$ cat src/rtl/tnn_input_serializer_if.sv
// Handshake and stream bundle between the activation source, the serializer
// and the popcount accumulators of one TNN layer.
interface tnn_input_serializer_if #(
  parameter int TOTAL = 4
);
  localparam int CW = $clog2(TOTAL + 1);

  logic             in_valid;
  logic             in_ready;
  logic [TOTAL-1:0] in_data;
  logic             hold;
  logic             acc_clr;
  logic             enable;
  logic [CW-1:0]    cnt;
  logic             sample;
  logic             last;
  logic             done;
  logic             res_ack;

  modport master (
    output in_valid, in_data, hold, res_ack,
    input  in_ready, acc_clr, enable, cnt, sample, last, done
  );

  modport slave (
    input  in_valid, in_data, hold, res_ack,
    output in_ready, acc_clr, enable, cnt, sample, last, done
  );
endinterface

$ cat src/rtl/tnn_input_serializer.sv
// Accepts one activation vector, pulses an accumulator clear, then streams the
// vector LSB first with a shared enable/index; holds done until acknowledged.
module tnn_input_serializer #(
  parameter int TOTAL = 4
) (
  input logic                 clk,
  input logic                 rst,
  tnn_input_serializer_if.slave bus
);
  localparam int CW = $clog2(TOTAL + 1);
  localparam logic [CW-1:0] LAST_IDX = CW'(TOTAL - 1);
  localparam logic [CW-1:0] FULL_IDX = CW'(TOTAL);

  typedef enum logic [1:0] {IDLE, CLEAR, STREAM, DONE} state_t;

  state_t           state_r;
  logic [TOTAL-1:0] shreg_r;
  logic [CW-1:0]    cnt_r;
  logic             enable_r;
  logic             sample_r;
  logic             last_r;
  logic             acc_clr_r;
  logic             done_r;
  logic             in_ready_r;

  logic [TOTAL-1:0] sh_next_s;
  logic [CW-1:0]    cnt_next_s;

  assign sh_next_s  = shreg_r >> 1;
  assign cnt_next_s = cnt_r + CW'(1);

  // Control FSM; every output is registered, and hold sampled at an edge
  // decides whether a bit is presented in the following cycle.
  always_ff @(posedge clk or posedge rst) begin
    if (rst) begin
      state_r    <= IDLE;
      shreg_r    <= '0;
      cnt_r      <= '0;
      enable_r   <= 1'b0;
      sample_r   <= 1'b0;
      last_r     <= 1'b0;
      acc_clr_r  <= 1'b0;
      done_r     <= 1'b0;
      in_ready_r <= 1'b1;
    end else begin
      case (state_r)
        IDLE: begin
          if (bus.in_valid && in_ready_r) begin
            shreg_r    <= bus.in_data;
            cnt_r      <= '0;
            in_ready_r <= 1'b0;
            acc_clr_r  <= 1'b1;
            state_r    <= CLEAR;
          end else begin
            in_ready_r <= 1'b1;
          end
        end
        CLEAR: begin
          acc_clr_r <= 1'b0;
          enable_r  <= 1'b1;
          sample_r  <= shreg_r[0];
          last_r    <= (LAST_IDX == {CW{1'b0}});
          state_r   <= STREAM;
        end
        STREAM: begin
          if (enable_r) begin
            if (cnt_r == LAST_IDX) begin
              enable_r <= 1'b0;
              sample_r <= 1'b0;
              last_r   <= 1'b0;
              done_r   <= 1'b1;
              cnt_r    <= FULL_IDX;
              state_r  <= DONE;
            end else begin
              // Advance only once the current bit has actually been presented.
              shreg_r  <= sh_next_s;
              cnt_r    <= cnt_next_s;
              enable_r <= !bus.hold;
              sample_r <= !bus.hold && sh_next_s[0];
              last_r   <= !bus.hold && (cnt_next_s == LAST_IDX);
            end
          end else begin
            enable_r <= !bus.hold;
            sample_r <= !bus.hold && shreg_r[0];
            last_r   <= !bus.hold && (cnt_r == LAST_IDX);
          end
        end
        DONE: begin
          if (bus.res_ack) begin
            done_r  <= 1'b0;
            cnt_r   <= '0;
            state_r <= IDLE;
          end else begin
            done_r  <= 1'b1;
          end
        end
        default: begin
          state_r    <= IDLE;
          enable_r   <= 1'b0;
          sample_r   <= 1'b0;
          last_r     <= 1'b0;
          acc_clr_r  <= 1'b0;
          done_r     <= 1'b0;
          cnt_r      <= '0;
          in_ready_r <= 1'b0;
        end
      endcase
    end
  end

  assign bus.in_ready = in_ready_r;
  assign bus.acc_clr  = acc_clr_r;
  assign bus.enable   = enable_r;
  assign bus.cnt      = cnt_r;
  assign bus.sample   = sample_r;
  assign bus.last     = last_r;
  assign bus.done     = done_r;
endmodule

$ cat src/flat_wrapper.sv
// flat-port wrapper written by rule: the top's interface ports become plain ports
module tnn_input_serializer_flat 
#(
  parameter int TOTAL = 4
)
  (clk, rst, bus_in_valid, bus_in_data, bus_hold, bus_res_ack, bus_in_ready, bus_acc_clr, bus_enable, bus_cnt, bus_sample, bus_last, bus_done);
  tnn_input_serializer_if #(.TOTAL(TOTAL)) bus_i ();
  input logic clk;
  input logic rst;
  input wire logic [$bits(bus_i.in_valid)-1:0] bus_in_valid;
  input wire logic [$bits(bus_i.in_data)-1:0] bus_in_data;
  input wire logic [$bits(bus_i.hold)-1:0] bus_hold;
  input wire logic [$bits(bus_i.res_ack)-1:0] bus_res_ack;
  output wire logic [$bits(bus_i.in_ready)-1:0] bus_in_ready;
  output wire logic [$bits(bus_i.acc_clr)-1:0] bus_acc_clr;
  output wire logic [$bits(bus_i.enable)-1:0] bus_enable;
  output wire logic [$bits(bus_i.cnt)-1:0] bus_cnt;
  output wire logic [$bits(bus_i.sample)-1:0] bus_sample;
  output wire logic [$bits(bus_i.last)-1:0] bus_last;
  output wire logic [$bits(bus_i.done)-1:0] bus_done;
  assign bus_i.in_valid = bus_in_valid;
  assign bus_i.in_data = bus_in_data;
  assign bus_i.hold = bus_hold;
  assign bus_i.res_ack = bus_res_ack;
  assign bus_in_ready = bus_i.in_ready;
  assign bus_acc_clr = bus_i.acc_clr;
  assign bus_enable = bus_i.enable;
  assign bus_cnt = bus_i.cnt;
  assign bus_sample = bus_i.sample;
  assign bus_last = bus_i.last;
  assign bus_done = bus_i.done;
  tnn_input_serializer #(.TOTAL(TOTAL)) u_core (.clk(clk), .rst(rst), .bus(bus_i));
endmodule
$ cat config.mk
export PLATFORM = sky130hd
export DESIGN_NAME = tnn_input_serializer_flat
export DESIGN_NICKNAME = d
export VERILOG_FILES = /design/src/rtl/tnn_input_serializer_if.sv /design/src/rtl/tnn_input_serializer.sv /design/src/flat_wrapper.sv
export SDC_FILE = /design/constraint.sdc
export NUM_CORES = 1
export LEC_CHECK = 0
export BUFFER_PORTS_ARGS = -buffer_cell sky130_fd_sc_hd__buf_4
export CAP_MARGIN = 30
export CORE_AREA = 2 2 46 48
export CTS_CLUSTER_SIZE = 14
export DETAILED_ROUTE_END_ITERATION = 8
export DIE_AREA = 0 0 48 50
export GPL_TIMING_DRIVEN = 0
export PLACE_DENSITY = 0.85
export SYNTH_ARGS = -nofsm -noshare
export SYNTH_HDL_FRONTEND = slang
export SYNTH_SLANG_ARGS = --single-unit
$ cat constraint.sdc
create_clock -name clk -period 2.3 [get_ports clk]
set_clock_uncertainty 0.2 [all_clocks]
set_input_delay 0.23 -clock clk [delete_from_list [all_inputs] [get_ports clk]]
set_output_delay 0.23 -clock clk [all_outputs]
set_load 0.01 [all_outputs]
Word level (Yosys, flattened, before mapping)
Index checks and enable logic that the tools add are counted.

operators by class
  add/sub/neg operators = 1
  equal/unequal tests = 10
  multiplexer cells = 30
  reduce and logical (&&, ||, !) cells = 17

operators with widths
  operator                                                               count
  3-bit two-way mux                                                      4
  4-bit two-way mux                                                      3
  4-bit AND reduction                                                    3
  1-bit two-way mux                                                      11
  1-bit one-hot mux with 2 select lines                                  5
  3-bit one-hot mux with 3 select lines                                  1
  2-bit two-way mux                                                      4
  2-bit one-hot mux with 4 select lines                                  1
  4-bit one-hot mux with 2 select lines                                  1
  2-bit nonzero test                                                     4
  3-bit by 2-bit equality test with 1-bit output, second input constant  2
  2-bit by 1-bit != test with 1-bit output, second input constant        3
  1-bit logical AND                                                      5
  2-bit equality test, second input constant                             2
  2-bit != test, second input constant                                   2
  3-bit by 1-bit adder with 3-bit output, second input constant          1
  3-bit AND reduction                                                    1
  3-bit nonzero test                                                     1
  2-bit by 1-bit equality test with 1-bit output, second input constant  1
  2-bit logical NOT                                                      1
  2-bit AND reduction                                                    1
  1-bit logical NOT                                                      1

word-level totals
  flip-flop bits (word level) = 15
  input port bits = 9
  output and inout port bits = 9
  logic and storage cells = 67

Depth between registers and ports, before layout
Gate-level depths: netlist of run 1.

  word-level depth = 6
  mapped depth = 7
  depth with buffers taken out = 5

Least setup slack after synthesis of run 1
Ideal clock, no wire load.

  path type = reg-to-reg
  start point = reg u_core.cnt_r[0], in the netlist u_core.bus.cnt[0]
  end point = reg u_core.shreg_r[0]
  library setup time = 0.125 ns
  arrival time = 1.631 ns
  slack = 0.344 ns
  cell stages (with the launch flop) = 6
  period minus slack after synthesis = 1.956 ns
  path through = dfrtp_1 -> ha_1 -> ha_1 -> nand2b_1 -> a22oi_2 -> mux2_2

between the ends
  word-level cells in the longest chain between the ends = 3

ends and longest elaborated chain
  element                                         line                        RTL
  from (decl)                                     tnn_input_serializer.sv:18  logic [CW-1:0] cnt_r;
  from (signal assigned)                          tnn_input_serializer.sv:77  cnt_r <= cnt_next_s;
  3-bit by 2-bit equality test with 1-bit output  tnn_input_serializer.sv:67  if (cnt_r == LAST_IDX) begin
  2-bit != test (no source line)                  --
  4-bit AND reduction (no source line)            --
  to (signal assigned)                            tnn_input_serializer.sv:49  shreg_r <= bus.in_data;
  to (signal assigned)                            tnn_input_serializer.sv:76  shreg_r <= sh_next_s;
  to (decl)                                       tnn_input_serializer.sv:17  logic [TOTAL-1:0] shreg_r;

No other way between the ends.
A chain may end at the register's enable or synchronous reset.

Worst setup path in the final report of run 1
  start point = reg u_core.cnt_r[1], in the netlist u_core.bus.cnt[1]
  end point = reg u_core.shreg_r[0]

Same word-level chain as after synthesis.

==> summary.txt, run 1 <==
Worst setup path
  • Worst Path Max Fanout: 5
  • Type of the setup path with the least slack: flip-flop to flip-flop
  • Endpoint arrival time on the critical path: 2.05 ns
  • Required time at the endpoint of the critical path: 2.27 ns
  • Cell count of the worst reg-to-reg path: 5
  • Worst Setup End Kind: flip-flop
  • Crit start category: flip-flop

Timing
  • Tightest Pin Transition: 0.600 ns
  • Fin Setup TNS: 0 ns
  • Maximum clock frequency: 481 MHz
  • Final setup margin: 0.223 ns
  • Tmin final: 2.08 ns
  • Setup repair after global routing missed its margin: false
  • Total count of hold-check failures in the final report: 0
  • Final Max Slew Viols: 0
  • Finish-stage setup viols: 0
  • Final period util: 90.3%
  • Worst-case headroom to the max-slew limit: 60.0%

Logic synthesis
  • Number of warning messages in the yosys log: 0
  • Number of nets in the synthesized netlist: 102
  • Syn Area/Cell: 11.2 sq um
  • Count of different cell masters after synthesis: 33
  • Cell count after synthesis: 85
  • Total of flip-flops plus latches after synthesis: 15
  • Cell area after synthesis: 950 sq um
  • Sequential cell area fraction in the yosys report: 39.7%

Clock tree
  • Number of buffers between clock root and the deepest sink: 2
  • Clock sink count: 15
  • Clock tree from TritonCTS: built
  • Clock latency at the later pin of the worst-skew pair: 0.28 ns
  • Clk pin slew, worst setup/hold paths: 0.09 ns
  • Total number of H-tree levels: 1
  • Number of clock buffers inserted by TritonCTS: 3
  • Post-CTS sizing: 0
  • Clock root buffer: sky130_fd_sc_hd__clkbuf_4
  • Post-CTS setup buffers: 0

Die
  • Die extent in y: 50 um
  • Core area: 1900 sq um
  • Row count: 16
  • Total I/O pin count: 18
  • Area of the die: 2400 sq um
  • Initial core utilization: 49.9%
  • Die width: 48 um

Final layout
  • Most common library cell in the layout ignoring fill and taps: sky130_fd_sc_hd__buf_4
  • Final-stage net count: 126
  • Diode count: 0
  • Layout cells sized above 1: 32.4%
  • Highest-count cells in the layout ignoring fill and taps: 18 x sky130_fd_sc_hd__buf_4, 14 x sky130_fd_sc_hd__dfrtp_1, 12 x sky130_fd_sc_hd__inv_1, 8 x sky130_fd_sc_hd__ha_1
  • Filler Cell Count: 176
  • Area delta synth->final: 21.9%
  • Cell Count, Final, Fillers Out: 135

Pwr
  • Power per cell area: 1330 nW/um^2
  • Static leakage: 0.547 nW
  • Worst supply voltage drop on vdd: 628 uV

GRT
  • Number of global-route vias before repair: 729
  • Pin count of the biggest net entering global routing: 16
  • Initial antenna violation count: 0
  • Global-route wire length before repair: 2940 um
  • Gr usage total: 17.0%
  • Overall overflow remaining after global route: 0

Route
  • Count of TritonRoute iterations in the first routing pass: 4
  • Routed via count: 688
  • Vias per cell: 5.10
  • Count of unresolved DRC violations after routing: 0
  • Total wire length: 1700 um
  • Routed wire length per instance: 12.6 um
  • 1st-iter DRT viols: 5
  • Post-detailed-route count of antenna-violating nets: 0

Placed design
  • Worst-case setup slack after placement: 0.250 ns
  • Count of input and output buffers: 17
  • Number of placed instances, taps included: 129
  • Final RePlAce weighted congestion: 0.748
  • Estimated wirelength of the detail-placed design: 1320 um

Hold path
  • Classification of the worst-slack hold path: input port to flip-flop
  • Worst hold path stage count: 3

Flow run
  • Reported max-cap violation count: 0

Run status
  • Outcome: finished, final reports clean
-- power breakdown --
part	internal [mW]	total (mW)	leakage, nW	switching, mW
registers	0.385	0.484	0.182	0.0987
clock network	0.0673	0.154	0.0150	0.0865
logic	0.472	0.902	0.351	0.431
-- sequential cells by signal, summed over array words and instances, names as in the netlist --
name,flops
u_core.shreg_r,4
u_core.bus.cnt,3
u_core.state_r,2
u_core.bus.acc_clr,1
u_core.bus.done,1
u_core.bus.enable,1
u_core.bus.in_ready,1
u_core.bus.last,1
u_core.bus.sample,1
-- area by class of cell --
type	instances	area [sq um]	area share (%)
Buffer	2	12.5	1.08
Clock buffer	4	26.3	2.27
Sequential cell	15	377	32.5
Multi-Input combinational cell	56	515	44.5
Inverter	12	45.0	3.89
Timing Repair Buffer	19	148	12.8
Tap cell	27	33.8	2.92
-- metal layers --
layer | routed length [um] | share of wire, % | global-route usage [%]
met3 | 55 | 3.2 | 3.30
met1 | 709 | 42 | 19.1
met5 | 0 | 0 | 0
met2 | 913 | 54 | 29.6
met4 | 24 | 1.4 | 6.76
-- repair_timing --
| action | 4_1_cts | 5_1_grt |
|---|---|---|
| hold endpoints to repair | 15 | 0 |
| setup endpoints to repair | 0 | 0 |
| hold buffers | 2 | 0 |
-- cell families after synthesis --
group	Yosys count	share of synthesized area, %
buf+inv	14	6.06
compound gates	18	17.3
simple gates	19	13.7
fa+ha+maj	8	10.5
mux	11	12.8
flops	15	39.7
-- synthesized netlist by cell type --
cell / number / share of area (%)
sky130_fd_sc_hd__nand3_1: 3 / 1.6
sky130_fd_sc_hd__nor2b_1: 2 / 1.3
sky130_fd_sc_hd__nand3b_1: 1 / 0.79
sky130_fd_sc_hd__a21boi_4: 1 / 2.0
sky130_fd_sc_hd__mux2_4: 1 / 1.6
sky130_fd_sc_hd__nand2_1: 2 / 0.79
sky130_fd_sc_hd__dfstp_2: 1 / 2.8
sky130_fd_sc_hd__a21oi_1: 2 / 1.1
sky130_fd_sc_hd__nor2b_2: 1 / 0.92
sky130_fd_sc_hd__buf_4: 1 / 0.79
sky130_fd_sc_hd__a2111oi_4: 1 / 2.9
sky130_fd_sc_hd__nor2_1: 2 / 0.79
sky130_fd_sc_hd__buf_2: 1 / 0.53
sky130_fd_sc_hd__dfrtp_1: 14 / 37
sky130_fd_sc_hd__nand2b_1: 5 / 3.3
sky130_fd_sc_hd__o2bb2ai_1: 1 / 0.92
sky130_fd_sc_hd__mux2i_1: 5 / 5.3
sky130_fd_sc_hd__mux2_2: 4 / 4.7
sky130_fd_sc_hd__o21a_1: 3 / 2.4
sky130_fd_sc_hd__a21bo_2: 1 / 1.1
sky130_fd_sc_hd__o22ai_1: 2 / 1.3
sky130_fd_sc_hd__or4_1: 1 / 0.79
sky130_fd_sc_hd__ha_1: 8 / 11
sky130_fd_sc_hd__inv_1: 12 / 4.7
sky130_fd_sc_hd__a32oi_1: 1 / 0.92
sky130_fd_sc_hd__a22oi_2: 1 / 1.3
sky130_fd_sc_hd__o311ai_1: 1 / 0.92
sky130_fd_sc_hd__and4b_2: 1 / 1.2
sky130_fd_sc_hd__a31oi_1: 1 / 0.66
sky130_fd_sc_hd__mux2_1: 1 / 1.2
sky130_fd_sc_hd__nor4_4: 1 / 2.2
sky130_fd_sc_hd__a21o_1: 1 / 0.79
sky130_fd_sc_hd__o21ai_0: 2 / 1.1
-- critical path, cell delays in order (launching register included) --
cell and delay, ns:
sky130_fd_sc_hd__dfrtp_1 0.43, sky130_fd_sc_hd__ha_1 0.20, sky130_fd_sc_hd__ha_1 0.24, sky130_fd_sc_hd__nand2b_1 0.23, sky130_fd_sc_hd__a22oi_2 0.30, sky130_fd_sc_hd__mux2_2 0.37
-- final timing paths --
path	start	endpoint	slack (ns)
setup / recovery	u_core.bus.cnt[1]	u_core.shreg_r[0]	0.22
hold / removal	bus_hold	u_core.bus.enable	0.02
setup reg to reg	u_core.bus.cnt[1]	u_core.shreg_r[0]	0.22
hold reg to reg	u_core.bus.sample	u_core.bus.sample	0.31
max in group asynchronous	rst	u_core.bus.acc_clr	1.15
min in group asynchronous	rst	u_core.bus.cnt[2]	0.36
-- per-stage QoR --
stage | cell area [sq um] | hold slack, ns | total power [mW] | util (%)
finish | 1160 | 0.0179 | 1.54 | 60.9
CTS | 1160 | 0.00567 | 1.56 | 60.9
floorplan | 950 | -0.0692 | 1.16 | -
detailed placement | 1110 | 0.134 | 1.40 | 58.4
global route | 1160 | 0.0330 | 1.68 | 60.9
global placement | 1110 | 0.125 | 1.36 | 58.4
No activity file was read; power rests on OpenSTA's default activity.
==> inputs of run 2 (changes only) <==
--- a/config.mk
+++ b/config.mk
@@ -9,8 +9,9 @@
 export CAP_MARGIN = 30
-export CORE_AREA = 2 2 46 48
+export CORE_AREA = 10 10 54 56
 export CTS_CLUSTER_SIZE = 14
 export DETAILED_ROUTE_END_ITERATION = 8
-export DIE_AREA = 0 0 48 50
+export DIE_AREA = 0 0 64 66
 export GPL_TIMING_DRIVEN = 0
 export PLACE_DENSITY = 0.85
+export SLEW_MARGIN = 20
 export SYNTH_ARGS = -nofsm -noshare
==> constraint.sdc (replaced) <==
create_clock -name clk -period 2.3 [get_ports clk]
set_clock_uncertainty 0.2 [all_clocks]
set_input_delay 0 -clock clk [delete_from_list [all_inputs] [get_ports clk]]
set_output_delay 0 -clock clk [all_outputs]
set_load 0.01 [all_outputs]
==> summary.txt, run 2 (synthesized netlist as in run 1, its figures left out) <==
Worst setup path
  • Cell count of the worst reg-to-reg path: 5
  • Endpoint arrival time on the critical path: 2.08 ns
  • CP top delay family: adder cells
  • Worst Setup End Kind: flip-flop
  • Crit path max-delay cell type: sky130_fd_sc_hd__dfrtp_1
  • Crit start category: flip-flop
  • Ordered list of cells on the worst path: ha_1 > ha_1 > nand2b_1 > a22oi_2 > mux2_2
  • Worst Path Buf+Inv: 0
  • Worst Path Max Fanout: 5
  • Required time at the endpoint of the critical path: 2.29 ns
  • CP dominant cell by count: sky130_fd_sc_hd__ha_1
  • Highest cell delay on the worst timing path: 0.43 ns
  • Cell depth of the worst setup path: 5
  • Type of the setup path with the least slack: flip-flop to flip-flop

Timing
  • Final period util: 90.8%
  • Tmin final: 2.09 ns
  • Maximum clock frequency: 479 MHz
  • Final Max Slew Viols: 0
  • Fin Setup TNS: 0 ns
  • Tightest Pin Transition: 0.577 ns
  • Finish-stage setup viols: 0
  • Total count of hold-check failures in the final report: 0
  • Worst-case headroom to the max-slew limit: 61.5%
  • Setup repair after global routing missed its margin: false

Clock tree
  • Number of clock buffers inserted by TritonCTS: 3
  • Clock root buffer: sky130_fd_sc_hd__clkbuf_4
  • Clock tree from TritonCTS: built
  • Post-CTS setup buffers: 0
  • Clk pin slew, worst setup/hold paths: 0.10 ns
  • Number of buffers between clock root and the deepest sink: 2
  • Total number of H-tree levels: 1
  • Clock sink count: 15
  • Clock latency at the later pin of the worst-skew pair: 0.30 ns

Pwr
  • Proportion of power drawn by the clock network: 10.1%
  • Power per cell area: 1300 nW/um^2
  • Switch Pwr: 657 uW
  • Worst supply voltage drop on vdd: 770 uV
  • Total chip power: 1.59 mW
  • Proportion of total power due to net switching: 41.4%
  • Sequential power share: 31.1%
  • Static leakage: 0.575 nW
  • Internal portion of total power: 932 uW
  • Logic gate share of total power: 58.8%

Final layout
  • Register with the most flip-flops: u_core.shreg_r
  • Area delta synth->final: 28.3%
  • Cell Count, Final, Fillers Out: 141
  • Highest-count cells in the layout ignoring fill and taps: 18 x sky130_fd_sc_hd__buf_4, 14 x sky130_fd_sc_hd__dfrtp_1, 12 x sky130_fd_sc_hd__inv_1, 8 x sky130_fd_sc_hd__ha_1, 8 x sky130_fd_sc_hd__dlygate4sd3_1
  • Most common library cell in the layout ignoring fill and taps: sky130_fd_sc_hd__buf_4
  • Filler Cell Count: 152
  • Flip-flop count of the largest register, all copies and words added: 4
  • Layout cells sized above 1: 31.6%
  • Diode count: 0
  • Final-stage net count: 132

Route
  • Count of unresolved DRC violations after routing: 0
  • Vias per cell: 5.10
  • Total wire length: 2130 um
  • Post-detailed-route count of antenna-violating nets: 0
  • 1st-iter DRT viols: 24
  • Routed wire length per instance: 15.1 um
  • Count of TritonRoute iterations in the first routing pass: 4
  • Routed via count: 719

Placed design
  • Final RePlAce weighted congestion: 0.754
  • Estimated wirelength of the detail-placed design: 1490 um
  • Count of input and output buffers: 17
  • Number of placed instances, taps included: 129

GRT
  • Initial antenna violation count: 0
  • Gr usage total: 10.8%
  • Number of global-route vias before repair: 784
  • Overall overflow remaining after global route: 0
  • Global-route wire length before repair: 3660 um
  • Pin count of the biggest net entering global routing: 16

Die
  • Initial core utilization: 49.9%
  • Die extent in y: 66 um
  • Row count: 16
  • Area of the die: 4220 sq um
  • Total I/O pin count: 18
  • Core area: 1900 sq um
  • Die width: 64 um

Run status
  • Outcome: finished, final reports clean

Flow run
  • Reported max-cap violation count: 0

Hold path
  • Classification of the worst-slack hold path: input port to async pin
## run 2: changes by cell type in the layout (fill, tap and decap cells not counted), sizes merged
cell         change
dlygate4sd3      +6
clkinv           +1
clkbuf           -1
## run 2: worst paths after layout
check                                  start                 to  slack, ns
setup / recovery           u_core.bus.cnt[1]  u_core.shreg_r[2]       0.21
hold / removal                           rst  u_core.shreg_r[0]       0.11
min in group clk                 bus_res_ack    u_core.bus.done       0.25
setup reg to reg           u_core.bus.cnt[1]  u_core.shreg_r[2]       0.21
max in group asynchronous                rst    u_core.bus.done       1.41
hold reg to reg            u_core.bus.sample  u_core.bus.sample       0.30
## run 2: layer usage
| metal | share of wire (%) | routed length [um] | GRT usage, % | vias up |
|---|---|---|---|---|
| met5 | 0 | 0 | 0 | - |
| met4 | 2.3 | 49 | 6.56 | 0 |
| met3 | 5.5 | 117 | 3.22 | 5 |
| met2 | 51 | 1090 | 18.9 | 18 |
| met1 | 41 | 872 | 11.1 | 340 |
| li1 | - | - | - | 356 |
## run 2: per-stage QoR
| stage | utilization, % | hold WS [ns] | setup slack (ns) | instance area, sq um |
|---|---|---|---|---|
| 3_3_place_gp | 58.4 | -0.104 | 0.262 | 1110 |
| 2_1_floorplan | - | -0.299 | 0.344 | 950 |
| 5_1_grt | 64.1 | 0.176 | 0.118 | 1220 |
| 4_1_cts | 64.1 | 0.134 | 0.213 | 1220 |
| 6_report | 64.1 | 0.106 | 0.212 | 1220 |
| 3_5_place_dp | 58.4 | -0.0993 | 0.234 | 1110 |
## run 2: tightest hold or removal path: stages
cell	delay, ns
sky130_fd_sc_hd__dlygate4sd3_1	0.53
sky130_fd_sc_hd__buf_4	0.13
sky130_fd_sc_hd__inv_1	0.42
## run 2: power groups by stage
stage	logic, mW	registers, mW	clock network (mW)
2_1_floorplan	0.662	0.499	0
3_3_place_gp	0.880	0.484	0
3_5_place_dp	0.913	0.494	0
4_1_cts	0.929	0.487	0.161
5_1_grt	1.02	0.511	0.170
6_report	0.935	0.493	0.161
## run 2: layout make-up
type	instances	area, sq um	share of cell area [%]
buffer	2	12.5	1.03
clock buffer	3	22.5	1.85
clock inverter	1	5.00	0.411
inverter	12	45.0	3.70
multi-input combinational	56	515	42.3
sequential	15	377	30.9
tap	27	33.8	2.77
timing repair buffer	25	208	17.0
## run 2: repair_timing
item / 4_1_cts / 5_1_grt
endpoints found under the hold margin: 25 / 0
gates resized for setup: 0 / 0
hold buffers: 8 / 0
